===== src/rtl/board_renderer.sv =====
// rtl/board_renderer.sv - VGA timing, per-frame board snapshot and 2-stage pixel pipeline
//
// Purpose: generates 640x480@60 VGA timing and hands vsync and framenumber to the game logic.
//   Once per frame, at the start of vertical blanking, it copies board_flat into an internal
//   snapshot. It then renders a framed 10x20 playfield from that snapshot only, so board updates
//   made during a frame cannot tear the image.
// Ports:
//   clock        in   1    pixel clock (25 MHz)
//   resetn       in   1    asynchronous, active-low reset
//   board_flat   in   600  cell (x,y) code at [(y*10+x)*3 +: 3]
//   hsync        out  1    horizontal sync, active low
//   vsync        out  1    vertical sync, active low
//   de           out  1    data enable (active area)
//   rgb          out  12   {R,G,B} 4 bits each
//   framenumber  out  10   frame counter, bumped with each snapshot
// Timing parameters may be reduced for fast simulation; counters are 10 bits wide, so the
// line and frame totals must stay at or below 1024.
module board_renderer #(
  parameter int H_ACTIVE  = 640,
  parameter int H_FP      = 16,
  parameter int H_SYNC    = 96,
  parameter int H_BP      = 48,
  parameter int V_ACTIVE  = 480,
  parameter int V_FP      = 10,
  parameter int V_SYNC    = 2,
  parameter int V_BP      = 33,
  parameter int CELL_LOG2 = 4,
  parameter int BOARD_X0  = 240,
  parameter int BOARD_Y0  = 80,
  parameter int BORDER_PX = 4
) (
  input  logic         clock,
  input  logic         resetn,
  input  logic [599:0] board_flat,
  output logic         hsync,
  output logic         vsync,
  output logic         de,
  output logic [11:0]  rgb,
  output logic [9:0]   framenumber
);

  localparam int H_TOTAL = H_ACTIVE + H_FP + H_SYNC + H_BP;
  localparam int V_TOTAL = V_ACTIVE + V_FP + V_SYNC + V_BP;
  localparam int BOARD_W = 10 << CELL_LOG2;
  localparam int BOARD_H = 20 << CELL_LOG2;

  localparam logic [9:0]  H_LAST   = 10'(H_TOTAL - 1);
  localparam logic [9:0]  V_LAST   = 10'(V_TOTAL - 1);
  localparam logic [9:0]  H_ACT    = 10'(H_ACTIVE);
  localparam logic [9:0]  V_ACT    = 10'(V_ACTIVE);
  localparam logic [9:0]  HS_FIRST = 10'(H_ACTIVE + H_FP);
  localparam logic [9:0]  HS_LAST  = 10'(H_ACTIVE + H_FP + H_SYNC - 1);
  localparam logic [9:0]  VS_FIRST = 10'(V_ACTIVE + V_FP);
  localparam logic [9:0]  VS_LAST  = 10'(V_ACTIVE + V_FP + V_SYNC - 1);
  localparam logic [10:0] BX0      = 11'(BOARD_X0);
  localparam logic [10:0] BY0      = 11'(BOARD_Y0);
  localparam logic [10:0] FX0      = 11'(BOARD_X0 - BORDER_PX);
  localparam logic [10:0] FY0      = 11'(BOARD_Y0 - BORDER_PX);
  localparam logic [10:0] BW       = 11'(BOARD_W);
  localparam logic [10:0] BH       = 11'(BOARD_H);
  localparam logic [10:0] FW       = 11'(BOARD_W + 2 * BORDER_PX);
  localparam logic [10:0] FH       = 11'(BOARD_H + 2 * BORDER_PX);

  // ---------------- timing counters, snapshot, frame counter ----------------
  logic [9:0]   h_cnt_q, h_cnt_d;
  logic [9:0]   v_cnt_q, v_cnt_d;
  logic [599:0] snapshot_q, snapshot_d;
  logic [9:0]   frame_q, frame_d;
  logic         snap_now;

  always_comb begin
    h_cnt_d    = (h_cnt_q == H_LAST) ? 10'd0 : h_cnt_q + 10'd1;
    v_cnt_d    = v_cnt_q;
    if (h_cnt_q == H_LAST) begin
      v_cnt_d = (v_cnt_q == V_LAST) ? 10'd0 : v_cnt_q + 10'd1;
    end
    // Snapshot and frame bump share one condition so they always update together.
    snap_now   = (h_cnt_q == 10'd0) && (v_cnt_q == V_ACT);
    snapshot_d = snap_now ? board_flat : snapshot_q;
    frame_d    = snap_now ? frame_q + 10'd1 : frame_q;
  end

  always_ff @(posedge clock or negedge resetn) begin
    if (!resetn) begin
      h_cnt_q    <= '0;
      v_cnt_q    <= '0;
      snapshot_q <= '0;
      frame_q    <= '0;
    end else begin
      h_cnt_q    <= h_cnt_d;
      v_cnt_q    <= v_cnt_d;
      snapshot_q <= snapshot_d;
      frame_q    <= frame_d;
    end
  end

  // ---------------- stage 1: geometry ----------------
  // Subtractions wrap for pixels left of / above an origin, giving large unsigned values
  // that fail the range compare, so one compare covers both bounds.
  logic [10:0] dx, dy, fx, fy;
  logic        in_board_d, in_border_d, gap_d, hs_n_d, vs_n_d, active_d;
  logic [3:0]  cx_d;
  logic [4:0]  cy_d;

  logic        s1_in_board_q, s1_in_border_q, s1_gap_q;
  logic        s1_hs_n_q, s1_vs_n_q, s1_active_q;
  logic [3:0]  s1_cx_q;
  logic [4:0]  s1_cy_q;

  always_comb begin
    dx          = {1'b0, h_cnt_q} - BX0;
    dy          = {1'b0, v_cnt_q} - BY0;
    fx          = {1'b0, h_cnt_q} - FX0;
    fy          = {1'b0, v_cnt_q} - FY0;
    in_board_d  = (dx < BW) && (dy < BH);
    in_border_d = (fx < FW) && (fy < FH) && !in_board_d;
    // Last pixel column/row of each cell is drawn as a grid line.
    gap_d       = (&dx[CELL_LOG2-1:0]) || (&dy[CELL_LOG2-1:0]);
    cx_d        = 4'(dx >> CELL_LOG2);
    cy_d        = 5'(dy >> CELL_LOG2);
    hs_n_d      = !((h_cnt_q >= HS_FIRST) && (h_cnt_q <= HS_LAST));
    vs_n_d      = !((v_cnt_q >= VS_FIRST) && (v_cnt_q <= VS_LAST));
    active_d    = (h_cnt_q < H_ACT) && (v_cnt_q < V_ACT);
  end

  always_ff @(posedge clock or negedge resetn) begin
    if (!resetn) begin
      s1_in_board_q  <= 1'b0;
      s1_in_border_q <= 1'b0;
      s1_gap_q       <= 1'b0;
      s1_cx_q        <= '0;
      s1_cy_q        <= '0;
      s1_hs_n_q      <= 1'b1;
      s1_vs_n_q      <= 1'b1;
      s1_active_q    <= 1'b0;
    end else begin
      s1_in_board_q  <= in_board_d;
      s1_in_border_q <= in_border_d;
      s1_gap_q       <= gap_d;
      s1_cx_q        <= cx_d;
      s1_cy_q        <= cy_d;
      s1_hs_n_q      <= hs_n_d;
      s1_vs_n_q      <= vs_n_d;
      s1_active_q    <= active_d;
    end
  end

  // ---------------- stage 2: cell lookup and colour ----------------
  logic [7:0]  cell_idx;
  logic [2:0]  code;
  logic [11:0] lut_rgb;
  logic [11:0] rgb_d;

  logic        hsync_q, vsync_q, de_q;
  logic [11:0] rgb_q;

  always_comb begin
    // Off-board pixels read cell 0 so the index never leaves the snapshot.
    cell_idx = s1_in_board_q ? (8'(s1_cy_q) * 8'd10 + 8'(s1_cx_q)) : 8'd0;
    code     = snapshot_q[{2'b00, cell_idx} * 10'd3 +: 3];
    case (code)
      3'b111:  lut_rgb = 12'h0FF;
      3'b100:  lut_rgb = 12'hF80;
      3'b001:  lut_rgb = 12'h00F;
      3'b010:  lut_rgb = 12'h0F0;
      3'b110:  lut_rgb = 12'hF00;
      3'b101:  lut_rgb = 12'hFF0;
      3'b011:  lut_rgb = 12'h80F;
      default: lut_rgb = 12'h000;
    endcase
    rgb_d = 12'h000;
    if (!s1_active_q)                 rgb_d = 12'h000;
    else if (s1_in_border_q)          rgb_d = 12'h888;
    else if (s1_in_board_q && s1_gap_q) rgb_d = 12'h111;
    else if (s1_in_board_q)           rgb_d = lut_rgb;
  end

  always_ff @(posedge clock or negedge resetn) begin
    if (!resetn) begin
      hsync_q <= 1'b1;
      vsync_q <= 1'b1;
      de_q    <= 1'b0;
      rgb_q   <= 12'h000;
    end else begin
      hsync_q <= s1_hs_n_q;
      vsync_q <= s1_vs_n_q;
      de_q    <= s1_active_q;
      rgb_q   <= rgb_d;
    end
  end

  assign hsync       = hsync_q;
  assign vsync       = vsync_q;
  assign de          = de_q;
  assign rgb         = rgb_q;
  assign framenumber = frame_q;

endmodule

===== config.mk =====
export PLATFORM = sky130hd
export DESIGN_NAME = board_renderer
export DESIGN_NICKNAME = d
export VERILOG_FILES = /design/src/rtl/board_renderer.sv
export SDC_FILE = /design/constraint.sdc
export NUM_CORES = 2
export LEC_CHECK = 0
export ABC_CLOCK_PERIOD_IN_PS = 5450
export CAP_MARGIN = 20
export CORE_MARGIN = 1
export CORE_UTILIZATION = 40
export DETAILED_ROUTE_END_ITERATION = 7
export GPL_TIMING_DRIVEN = 0
export PLACE_DENSITY_LB_ADDON = 0.2
export SKIP_LAST_GASP = 1
export SYNTH_ARGS = -nofsm -noshare
export SYNTH_HDL_FRONTEND = slang
export SYNTH_SLANG_ARGS = --single-unit

===== constraint.sdc =====
create_clock -name clock -period 5.45 [get_ports clock]
set_input_delay 1.09 -clock clock [delete_from_list [all_inputs] [get_ports clock]]
set_output_delay 1.09 -clock clock [all_outputs]
set_load 0.05 [all_outputs]

* Word-level counts from Yosys, hierarchy flattened
Index checks and enable logic that the tools add are counted.
** Operators by class
- Multiply operators :: 2
- Equality and inequality tests :: 10
- Reductions and logical operators :: 15
- Muxes and demuxes :: 8
- Shifts and indexed selects :: 1
- $add $sub $neg :: 8
- Magnitude comparators :: 10
** Operator list (count)
- $shiftx 600x11->3 :: 1
- $pmux 12 s7 :: 1
- $mux 12 :: 4
- $add 10x1->10 const B :: 3
- $lt 11x8->1 const B :: 2
- $lt 11x9->1 const B :: 2
- $sub 10x7->11 const B :: 2
- $sub 10x8->11 const B :: 2
- $eq 10x10->1 const B :: 2
- $mux 10 :: 2
- $eq 3x3->1 const B :: 4
- $eq 10x9->1 const B :: 1
- $ge 10x10->1 const B :: 1
- $ge 10x9->1 const B :: 1
- $le 10x10->1 const B :: 1
- $le 10x9->1 const B :: 1
- $logic_not 10->1 :: 1
- $lt 10x10->1 const B :: 1
- $lt 10x9->1 const B :: 1
- $mul 8x2->10 const B :: 1
- $add 8x4->8 :: 1
- $logic_and 1x1->1 :: 8
- $mux 8 :: 1
- $reduce_and 4->1 :: 2
- 5 further kinds :: 8
** Word-level totals
- Flip-flop bits (word level) :: 660
- Word-level logic and storage cells :: 70
- Output and inout port bits :: 25

* Logic depth before layout (Yosys ltp)
- Word-level depth :: 11
- Gate-level depth with buffers :: 15

* Least setup slack after synthesis
Ideal clock, no wire load.
- Path kind :: register to register
- Start point :: register s1_cy_q[1]
- End point :: register rgb_q[3], in the netlist rgb[3]
- Path buffers :: 1
- Data arrival time :: 3284 ps
- Data required time :: 5322 ps
- Path slack :: 2039 ps
- Setup time :: 128 ps
- Stages on the path, launching flop included :: 14
- Cells stage by stage :: dfrtp_1 -> ha_1 -> ha_1 -> fa_1 -> xor2_1 -> o2111ai_1 -> xor3_1 -> and2_1 -> buf_1 -> a41oi_1 -> o311ai_0 -> o32ai_2 -> o21bai_1 -> o21ai_0
** Between the ends
- Word-level cells in the longest chain between the ends :: 11
** Ends and longest elaborated chain
- from (decl) :: RTL line 108 : logic [4:0] s1_cy_q;
- from (signal assigned) :: RTL line 141 : s1_cy_q <= cy_d;
- $mul 5x3->7 (*) :: RTL line 159 : cell_idx = s1_in_board_q ? (8'(s1_cy_q) * 8'd10 + 8'(s1_cx_q)) : 8'd0;
- $add 8x4->8 (*) :: RTL line 159
- $mux 8 (*) :: RTL line 159
- $mul 8x2->10 (*) :: RTL line 160 : code = snapshot_q[{2'b00, cell_idx} * 10'd3 +: 3];
- $shiftx 600x11->3 (*) :: RTL line 160
- $eq 3x2->1 (tied with other cells) :: RTL line 161 : case (code)
- $pmux 12 s7 (*) :: RTL line 161
- $mux 12 (*) :: RTL line 175 : else if (s1_in_board_q) rgb_d = lut_rgb;
- $mux 12 (*) :: RTL line 174 : else if (s1_in_board_q && s1_gap_q) rgb_d = 12'h111;
- $mux 12 (*) :: RTL line 173 : else if (s1_in_border_q) rgb_d = 12'h888;
- $mux 12 (*) :: RTL line 172 : if (!s1_active_q) rgb_d = 12'h000;
- named net rgb_d[3] :: RTL line 152 : logic [11:0] rgb_d;
- to (signal assigned) :: RTL line 188 : rgb_q <= rgb_d;
- to (decl) :: RTL line 155 : logic [11:0] rgb_q;
The timed path passes the listed nets; every way through them passes the cells marked *.
A chain may end at the register's enable or synchronous reset.

* Worst setup path in the final report
- Start point :: register s1_cy_q[0]
- End point :: register rgb_q[8], in the netlist rgb[8]
Same word-level chain as after synthesis.

==> impl_metrics.tcl <==
set metrics [dict create \
    synth_edf_count 0 \
    fin_crit_sh_pct 104 \
    cts-root-buf "clkbuf_16" \
    first_iter_violations 3734 \
    maxSlewViolCount 0 \
    hold_ws_ns 0.246 \
    ant_nets 0 \
    synthCells 3669 \
    track_usage_pct 37.0 \
    clk_path_buf_depth 3 \
    fin_setup_tns_ns -0.309 \
    synth_cell_type_count 78 \
    status "finished with violations" \
    crit_arrival_ns 6.15 \
    nNetsFinal 5018 \
    max-vdd-ir-drop_uv 196 \
    die_height_um 282 \
    drive_gt1_share_pct 6.71 \
    hold_buffers 0 \
    period_needed_ns 5.68 \
    nFillCells 7418 \
    ys_seq_area_share_pct 52.4 \
    layout_common_cells "nand2_1 (1901), dfrtp_1 (653), clkdlybuf4s50_1 (625)" \
    die_w_um 282 \
    async_reset_ff_share_pct 100 \
    vias 30639 \
    criticalPathCategory "flip-flop to flip-flop" \
    slowest_stage "clkbuf_1" \
    cts.sink_count 657 \
    overflow 0 \
    syn_avg_cell_area_um2 8.56 \
    internal_power_mw 8.27 \
    ys.flop_type "dfrtp_1" \
    power_frac_comb_pct 5.6 \
    post-cts-setup-buffer-count 0 \
    worst_slack_ns -0.233 \
    endpoint_kind "flip-flop" \
    routed_via_density 5.59 \
    final_area_mm2 0.0418 \
    final_util_pct 53.9 \
    grt_pass1_vias 29965 \
    io_pins 627 \
    fin_skew_ns 0.0210 \
    slew_headroom_pct 14.9 \
    core_mm2 0.0776 \
    start_util_pct 40.5 \
    synth-seq-cells 657 \
    cts.clk_slew.worst_paths_ns 0.06 \
    htree_levels 3 \
    drc 0 \
    finalPower_mw 10.6 \
    synth.net_count 4300 \
    rsz0062_at_grt "false" \
    grt_start_max_net_pins 120 \
    path_max_fanout 10 \
    drt-pass1-iter-count 7 \
    setup_violations 2 \
    layout.cells.non_filler 5484 \
    die-area_mm2 0.0796 \
    path_cells "ha_1 -> ha_1 -> xnor2_1 -> nand2_1 -> buf_2 -> clkbuf_1 -> o21ai_0 -> o21ai_0 -> a311oi_1 -> o32ai_2 -> o21bai_1 -> a21oi_1" \
    critPathMaxStageDelay_ns 0.93 \
    synthToLayoutAreaGrowth_pct 33.2 \
    power_frac_clock_pct 48.5 \
    syn_area_mm2 0.0314 \
    hp-class "input pin to asynchronous set/reset pin" \
    cts_buffers 73 \
    pre_cts_ws_ns -0.165 \
    p_sw_mw 2.36 \
    critPathLaunchType "flip-flop" \
    grt_pass1_wl_mm 206 \
    violations "negative setup slack" \
    yosys_warnings 0 \
    wire_per_inst_um 27.2 \
    portBuffers 626 \
    placement.cell_area_mm2 0.0393 \
    clock_latency_ns 0.64 \
    pwr_density_cell_mw_per_mm2 254 \
    place_congestion 0.965 \
    cp.required_ns 5.92 \
    hold_viol_final 0 \
    dpl.hpwl_mm 111 \
    antenna_found_initial 11 \
    worstMarginPinSlew_ns 1.28 \
    layout_commonest_cell "nand2_1" \
    p_leak_nw 17.9 \
    cts_tree "done" \
    drv_cap 0 \
    drt_wl_total_mm 149 \
    max_freq_mhz 176 \
    swShare_pct 22.2 \
    seq_power_share_pct 45.9 \
    num_rows 102 \
    dp_cells 5352 \
]
==> kinds of logic after synthesis <==
kind of cell	after synthesis	synth area share (%)
AO/OA/AOI/OAI	389	8.77
XOR/XNOR	31	0.912
adder cells (fa/ha/maj)	29	1.20
buffers and inverters	270	3.62
flip-flops	657	52.4
multiplexers	160	6.49
AND/OR/NAND/NOR	2133	26.6
==> Yosys cell counts, types with 18 or more instances <==
cell      instances  area share (%)
dfrtp_1         653              52
xnor2_1          23            0.64
mux2_2           46             1.6
a221oi_1         25            0.70
o21ai_0          76             1.2
ha_1             27             1.1
nand2_1        1901              23
mux2i_1          83             2.6
mux4_2           30             2.2
and2_1           20            0.40
buf_4            18            0.43
a21oi_1          68             1.1
nor2_1           80            0.96
clkbuf_1        172             2.1
nor2b_1          21            0.42
inv_1            24            0.29
o221ai_1         41             1.1
buf_2            39            0.62
nand3_1          39            0.62
o22ai_1          19            0.38
o22a_1           23            0.64
==> critical path, delay by kind of cell (launching register included) <==
| family | cells | cell delay (ns) |
|---|---|---|
| adders and majority gates | 2 | 0.65 |
| xor gates and xnor gates | 1 | 0.26 |
| buffers and inverters | 2 | 1.54 |
| AOI/OAI and AO/OA | 6 | 2.15 |
| and+or+nand+nor | 1 | 0.50 |
| DFF | 1 | 0.40 |
==> sequential cells by signal, summed over array words and instances (netlist names) <==
signal / cells
snapshot_q: 600
framenumber: 10
h_cnt_q: 10
v_cnt_q: 10
rgb: 9
s1_cy_q: 5
s1_cx_q: 4
de: 1
hsync: 1
s1_active_q: 1
s1_gap_q: 1
s1_hs_n_q: 1
s1_in_board_q: 1
s1_in_border_q: 1
s1_vs_n_q: 1
vsync: 1
==> routing by layer <==
layer / wire length (µm) / track usage (%) / part of all wire, % / vias up
met5: 306 / 1.59 / 0.20 / -
met4: 8740 / 18.8 / 5.9 / 18
met3: 15500 / 9.97 / 10 / 434
met2: 67600 / 58.8 / 45 / 1784
met1: 57200 / 46.4 / 38 / 14985
li1: - / - / - / 13418
==> area by class of cell <==
| class | instances | area (µm²) | area share, % |
|---|---|---|---|
| inverters | 26 | 97.6 | 0.233 |
| clock buffers | 105 | 2190 | 5.24 |
| diodes | 2 | 5.00 | 0.0120 |
| clock inverters | 25 | 289 | 0.691 |
| repair buffers | 644 | 6620 | 15.8 |
| multi-input cells | 2742 | 13800 | 33.1 |
| plain buffers | 243 | 1060 | 2.53 |
| well taps | 1040 | 1300 | 3.11 |
| flip-flops and latches | 657 | 16400 | 39.3 |
==> final timing paths <==
kind | start | endpoint | slack [ns] | cells past startpoint
worst max-delay path | s1_cy_q[0] | rgb[8] | -0.23 | 12
worst min-delay path | resetn | snapshot_q[499] | 0.25 | 1
worst max register to register | s1_cy_q[0] | rgb[8] | -0.23 | 12
worst min register to register | s1_hs_n_q | hsync | 0.36 | 0
max in group asynchronous | resetn | snapshot_q[413] | 3.20 | 4
min in group clock | s1_hs_n_q | hsync | 0.36 | 0
==> power groups by stage <==
stage | clock, mW | sequential [mW] | combinational, mW
floorplan | 0 | 4.97 | 0.00489
global placement | 0 | 4.98 | 0.579
detailed placement | 0 | 4.97 | 0.592
CTS | 5.15 | 4.88 | 0.597
global route | 5.35 | 4.88 | 0.627
finish | 5.16 | 4.88 | 0.591
==> repair_timing <==
item | 4_1_cts | 5_1_grt
resized for setup | 4 | 12
setup endpoints to repair | 2 | 2
pin swaps | 0 | 0
endpoints found under the hold margin | 0 | 0
(Power assumes the default switching activity.)
